--- src/rtl/io_bcd_seq_conv.sv ---
// Iterative binary-to-BCD converter (shift-and-add-3, one bit per clock) with a one-deep write buffer.
// Optional LEADING_ZERO_BLANK_EN: leading zero digits are output as 4'hF (units digit is never blanked).
module io_bcd_seq_conv #(
    parameter int WIDTH  = 16,
    parameter int DIGITS = 5
) (
    input  logic                io_clk,
    input  logic                clrn,
    input  logic                wr_en,
    input  logic [WIDTH-1:0]    wr_data,
    output logic                busy,
    output logic                bcd_valid,
    output logic [4*DIGITS-1:0] bcd_out,
    output logic                overrun
);
    localparam int BW = 4 * DIGITS;
    localparam int CW = $clog2(WIDTH + 1);

    typedef enum logic [1:0] {
        ST_IDLE  = 2'd0,
        ST_SHIFT = 2'd1,
        ST_DONE  = 2'd2
    } state_t;

    state_t           state_q, state_d;
    logic [WIDTH-1:0] shift_q, shift_d;
    logic [WIDTH-1:0] pend_q, pend_d;
    logic             pend_valid_q, pend_valid_d;
    logic [BW-1:0]    scratch_q, scratch_d;
    logic [BW-1:0]    bcd_q, bcd_d;
    logic             valid_q, valid_d;
    logic [CW-1:0]    cnt_q, cnt_d;

    logic [BW-1:0]    adj;
    logic [BW-1:0]    scratch_nx;
    logic [WIDTH-1:0] shift_nx;
    logic [BW-1:0]    disp_bcd;

    genvar gi;
    for (gi = 0; gi < DIGITS; gi++) begin : g_adj
        assign adj[gi*4 +: 4] = (scratch_q[gi*4 +: 4] >= 4'd5) ? scratch_q[gi*4 +: 4] + 4'd3
                                                                : scratch_q[gi*4 +: 4];
    end

    assign {scratch_nx, shift_nx} = {adj, shift_q} << 1;

`ifdef LEADING_ZERO_BLANK_EN
    // A digit is blanked only when it and every digit above it are zero.
    assign disp_bcd[3:0] = scratch_nx[3:0];
    for (gi = 1; gi < DIGITS; gi++) begin : g_blank
        assign disp_bcd[gi*4 +: 4] = (|scratch_nx[BW-1:gi*4]) ? scratch_nx[gi*4 +: 4] : 4'hF;
    end
`else
    assign disp_bcd = scratch_nx;
`endif

    assign busy      = (state_q != ST_IDLE);
    assign bcd_valid = valid_q;
    assign bcd_out   = bcd_q;
    assign overrun   = wr_en && busy && pend_valid_q;

    always_comb begin
        state_d      = state_q;
        shift_d      = shift_q;
        pend_d       = pend_q;
        pend_valid_d = pend_valid_q;
        scratch_d    = scratch_q;
        bcd_d        = bcd_q;
        valid_d      = 1'b0;
        cnt_d        = cnt_q;
        case (state_q)
            ST_IDLE: begin
                if (wr_en) begin
                    shift_d   = wr_data;
                    scratch_d = '0;
                    cnt_d     = CW'(WIDTH);
                    state_d   = ST_SHIFT;
                end
            end
            ST_SHIFT: begin
                scratch_d = scratch_nx;
                shift_d   = shift_nx;
                cnt_d     = cnt_q - CW'(1);
                if (wr_en) begin
                    pend_d       = wr_data;
                    pend_valid_d = 1'b1;
                end
                // Result is published on the last shift so bcd_out and bcd_valid line up in DONE.
                if (cnt_q == CW'(1)) begin
                    bcd_d   = disp_bcd;
                    valid_d = 1'b1;
                    state_d = ST_DONE;
                end
            end
            ST_DONE: begin
                scratch_d    = '0;
                cnt_d        = CW'(WIDTH);
                pend_valid_d = 1'b0;
                if (wr_en) begin
                    shift_d = wr_data;
                    state_d = ST_SHIFT;
                end else if (pend_valid_q) begin
                    shift_d = pend_q;
                    state_d = ST_SHIFT;
                end else begin
                    state_d = ST_IDLE;
                end
            end
            default: state_d = ST_IDLE;
        endcase
    end

    always_ff @(posedge io_clk or negedge clrn) begin
        if (!clrn) begin
            state_q      <= ST_IDLE;
            shift_q      <= '0;
            pend_q       <= '0;
            pend_valid_q <= 1'b0;
            scratch_q    <= '0;
            bcd_q        <= '0;
            valid_q      <= 1'b0;
            cnt_q        <= '0;
        end else begin
            state_q      <= state_d;
            shift_q      <= shift_d;
            pend_q       <= pend_d;
            pend_valid_q <= pend_valid_d;
            scratch_q    <= scratch_d;
            bcd_q        <= bcd_d;
            valid_q      <= valid_d;
            cnt_q        <= cnt_d;
        end
    end
endmodule

--- config.mk ---
export PLATFORM = sky130hd
export DESIGN_NAME = io_bcd_seq_conv
export DESIGN_NICKNAME = d
export VERILOG_FILES = /design/src/rtl/io_bcd_seq_conv.sv
export SDC_FILE = /design/constraint.sdc
export NUM_CORES = 1
export LEC_CHECK = 0
export BUFFER_PORTS_ARGS = -buffer_cell sky130_fd_sc_hd__buf_2
export CELL_PAD_IN_SITES_DETAIL_PLACEMENT = 1
export CELL_PAD_IN_SITES_GLOBAL_PLACEMENT = 2
export CORE_MARGIN = 2
export CORE_UTILIZATION = 39
export DETAILED_ROUTE_END_ITERATION = 16
export PLACE_DENSITY_LB_ADDON = 0.1
export SKIP_CTS_REPAIR_TIMING = 1
export SLEW_MARGIN = 10
export SYNTH_ARGS = -nofsm -noshare
export SYNTH_HDL_FRONTEND = slang
export SYNTH_SLANG_ARGS = --single-unit
--- constraint.sdc ---
create_clock -name io_clk -period 2.05 [get_ports io_clk]
set_input_delay 0.5125 -clock io_clk [delete_from_list [all_inputs] [get_ports io_clk]]
set_output_delay 0.5125 -clock io_clk [all_outputs]
set_load 0.05 [all_outputs]
Word-level counts from Yosys, hierarchy flattened:

Cells that the tools add are included.

* bits in writable memories: 0
* bits of input ports: 19
* output and inout bits: 23
* logic and storage cells: 60
* ROM bits: 0
* latch bits: 0
* memories: 0
* register bits: 81

* bitwise logic cells: 0
* equality and inequality tests: 7
* divide/modulo/power cells: 0
* multiply operators: 0
* $add $sub $neg: 6
* reduce and logical (&&, ||, !) cells: 12
* shifts and indexed selects: 0
* $lt $le $gt $ge: 5
* muxes and demuxes: 22

Operators by type and width (count)
* 20-bit case mux with 3 select lines: 1
* 16-bit two-way mux: 3
* 16-bit case mux with 3 select lines: 1
* 4-bit by 3-bit greater-or-equal comparator with 1-bit output, second input constant: 5
* 20-bit two-way mux: 1
* 4-bit by 2-bit adder with 4-bit output, second input constant: 4
* 4-bit two-way mux: 4
* 5-bit case mux with 3 select lines: 1
* 2-bit AND reduction: 5
* 2-bit != test, second input constant: 3
* 2-bit case mux with 3 select lines: 1
* 5-bit by 1-bit == test with 1-bit output, second input constant: 1
* 1-bit two-way mux: 5
* 5-bit two-way mux: 1
* 5-bit by 1-bit subtractor with 5-bit output, second input constant: 1
* 2-bit two-way mux: 2
* 2-bit nonzero test: 2
* 3-bit by 2-bit adder with 3-bit output, second input constant: 1
* 3-bit two-way mux: 1
* 3-bit != test, second input constant: 1
* 3-bit AND reduction: 1
* 3-bit nonzero test: 1
* 2-bit by 1-bit == test with 1-bit output, second input constant: 1
* 2-bit == test, second input constant: 1
* 3 further kinds: 4

Logic depth before layout (Yosys ltp):

* depth after elaboration: 3
* gate-level depth with buffers: 8
* gate-level depth less buffers: 6

Worst setup path after synthesis:

No wires, ideal clock.

* path type: register to output
* start: register state_q[0]
* end: output port overrun
* data required time: 1.537 ns
* arrival: 1.513 ns
* stages on the path, launching flop included: 5
* path slack: 0.025 ns
* path buffers: 0
* path through: dfrtp_1 -> inv_1 -> ha_1 -> inv_1 -> and3_1

* longest elaborated chain between the ends: 3

RTL lines
* start, declared: RTL line 25 `state_t state_q, state_d;`
* start signal, assigned: RTL line 124 `state_q <= state_d;`
* 2-bit nonzero test: RTL line 57 `assign busy = (state_q != ST_IDLE);`
* via busy: RTL line 11 `output logic busy,`
* 1-bit logical AND (2 in a row): RTL line 60 `assign overrun = wr_en && busy && pend_valid_q;`
* end, declared: RTL line 14 `output logic overrun`

The timed path passes the listed nets, and every way through them passes these cells.

Final worst setup path:

* start: register state_q[0]
* end: output port overrun

* longest elaborated chain between the ends: 3

RTL lines (RTL line)
* 2-bit nonzero test: 57
* 1-bit logical AND (2 in a row): 60

No other way between the ends.

==> summary.md <==
| Metric | Value |
|---|---|
| Outcome | `completed` |
| Largest net degree at the start of global routing | `just over 80` |
| Footprint of the multi-input gates | `1750 um2` |
| CTS Root Cell | `clkbuf_8` |
| # rows | `36` |
| Critical Path Max Stage Delay | `0.36 ns` |
| Drt first pass iters | `4` |
| Inst Count DP | `511` |
| WL per Instance | `between 15 and 20 um` |
| Die height | `approximately 100 um` |
| Fraction of registers with async set/reset | `100%` |
| Final Util | `~47%` |
| IO Port Bufs | `41` |
| Register area | `2030 um2` |
| Critical Path AT | `between 1 and 1.5 ns` |
| Final WS setup | `~0.11 ns` |
| Pre-CTS setup slack | `-0.146 ns` |
| Die ar. | `roughly 11000 um2` |
| Final hold slack | `~0.16 ns` |
| Final setup viols | `0` |
| Antenna Nets Post-Route | `0` |
| Overflow after GRT | `0` |
| Final period util | `between 90% and 100%` |
| Clock Sink Count | `between 80 and 90` |
| Core area | `9770 um2` |
| Initial antenna violation count | `0` |
| Vias post-DR | `2910` |
| Area delta synth->final | `16.5%` |
| Clk buf depth | `2` |
| Netlist cell types | `41` |
| Launch point of the critical path | `state_q[0]` |
| Synth warn | `0` |
| First-pass GRT wire length | `15.0 mm` |
| Ordered cell list for the critical path | `inv_1, ha_1, inv_1, and3_1, buf_6` |
| Clk pin slew, worst setup/hold paths | `~0.080 ns` |
| DRC Markers | `0` |
| Slowest stage cell, crit path | `dfrtp_1` |
| Crit Path Category | `register to output pin` |
| Post-synth top flop | `dfrtp_1` |
| Syn nets | `around 370` |
| DR iter-0 viols | `between 100 and 150` |
| Flop-to-flop setup slack | `0.22 ns` |
| Vias per cell | `roughly 5.5` |
| CTS tree | `yes` |
| Crit path buf inv count | `3` |
| Routed WL | `~8.8 mm` |
| Leakage power | `~2.1 nW` |
| Layout fillers | `1120` |
| HP Class | `input port to async pin` |
| Nature of the critical path endpoint | `output pin` |
| Post-synthesis cell count | `roughly 340` |
| Most frequent cell on the critical path | `inv_1` |
| Syn Area/Cell | `between 10 and 15 um2` |
| Final Hold Vio Count | `0` |
| HPWL Detailed | `5.92 mm` |
| Total power | `~6.5 mW` |
| Final #Nets | `between 400 and 500` |
| Worst Tran Pin Value | `0.525 ns` |
| Max Cap Violations | `0` |
| # H-tree levels | `3` |
| Tot GR Track Use | `between 10% and 20%` |
| RSZ-0062 raised after global routing | `false` |
| Final instance count without filler cells | `528` |
| R2R depth | `9` |
| Maximum vdd drop | `roughly 0.74 mV` |
| Worst path top cell family by delay | `flip-flops` |
| Antenna cells | `0` |
| Commonest non-fill, non-tap cell in the layout | `dfrtp_1` |
| Cell area after layout | `about 4600 um2` |
| Post-synth EDFFs | `0` |
| FF+latch count, synth | `81` |
| R2R Path End | `shift_q[6]` |
| Tmin final | `1.94 ns` |
| Slew Limit Headroom | `approximately 65%` |
| DP Area | `about 4400 um2` |
| CP Data Required Time | `between 1.5 and 2 ns` |
| Worst-path maximum fanout | `4` |
| Initial Utilization | `between 40% and 50%` |
| PD cells | `1420 nW/um2` |
| Highest clock rate | `just over 500 MHz` |
| Vias in the first global route | `2922` |
| Cell area after synthesis | `3940 um2` |
| Top Ports | `between 40 and 50` |
| GP Congestion | `0.751` |
| R2R Path Start | `state_q[0]` |
| Commonest non-fill, non-tap cells in the layout | `81 x dfrtp_1, 39 x buf_2, 32 x o21ai_0` |
| Max-slew violations | `0` |
| Die extent in x | `105 um` |
| Later-pin clock latency in the skew report | `about 0.35 ns` |
| Clk_skew | `between 0.01 and 0.015 ns` |
| Final sum of negative setup slack | `0 ns` |
| Startpoint types | `register` |
| Share of post-route cells with drive strength above 1 | `between 30% and 40%` |
| Num CTS Buffers | `9` |
| Seq/Total Area, Yosys | `51.4%` |
==> metal layers <==
metal | GRT usage [%] | share of wire, %
met1 | 22.6 | 46
met2 | 28.3 | 49
met3 | 3.70 | 3.5
met4 | 4.34 | 0.99
met5 | 0 | 0
==> sequential cells by signal, summed over array words and instances (netlist names) <==
register      flops
state_q           2
pend_valid_q      1
pend_q           16
shift_q          16
cnt_q             5
bcd_valid         1
scratch_q        20
bcd_out          20
==> cells in the mapped netlist (all sizes together) (2+ instances only) <==
cell,number,area [um2]
dfrtp,81,2030
o21ai,32,160
mux2,31,364
nand2,19,78.8
a21oi,18,90.1
a22o,17,150
inv,17,63.8
ha,16,200
a222oi,14,140
o31ai,14,105
buf,12,73.8
clkbuf,8,30.0
nand2b,7,43.8
nor3b,6,50.1
o22ai,6,37.5
a31oi,5,31.3
mux2i,5,50.1
or3b,5,43.8
xnor2,5,43.8
nor2,3,11.3
and2,2,12.5
nand3,2,10.0
nor3,2,10.0
==> cell families after synthesis <==
logic type / after synthesis / share of synthesized area [%]
AOI/OAI and AO/OA: 110 / 19.0
xor gates and xnor gates: 5 / 1.11
adders and majority gates: 16 / 5.08
buffers and inverters: 38 / 4.48
DFF: 81 / 51.4
muxes: 36 / 10.5
and+or+nand+nor: 53 / 8.35
==> worst max-delay path by stage <==
| stage | slack, ns | to | depth (start not counted) |
|---|---|---|---|
| 5_1_grt | 0.008 | overrun | 5 |
| 6_report | 0.11 | overrun | 5 |
| 4_1_cts | -0.15 | shift_q[7] | 6 |
| 2_1_floorplan | 0.02 | overrun | 4 |
| 3_5_place_dp | -0.15 | shift_q[5] | 6 |
| 3_3_place_gp | -0.07 | shift_q[15] | 6 |
==> report_power, final <==
part | internal, mW | total (mW) | switching, mW
Clock | 0.475 | 1.08 | 0.603
Combinational | 1.14 | 2.96 | 1.82
Sequential | 2.15 | 2.48 | 0.332
==> final cells by class <==
cell class / instances / area share (%)
Sequential cell: 81 / 44.2
Multi-Input combinational cell: 220 / 38.1
Timing Repair Buffer: 60 / 8.59
Tap cell: 133 / 3.62
Clock buffer: 10 / 3.00
Inverter: 18 / 1.58
Clock inverter: 6 / 0.954
No activity file was read; power rests on OpenSTA's default activity.
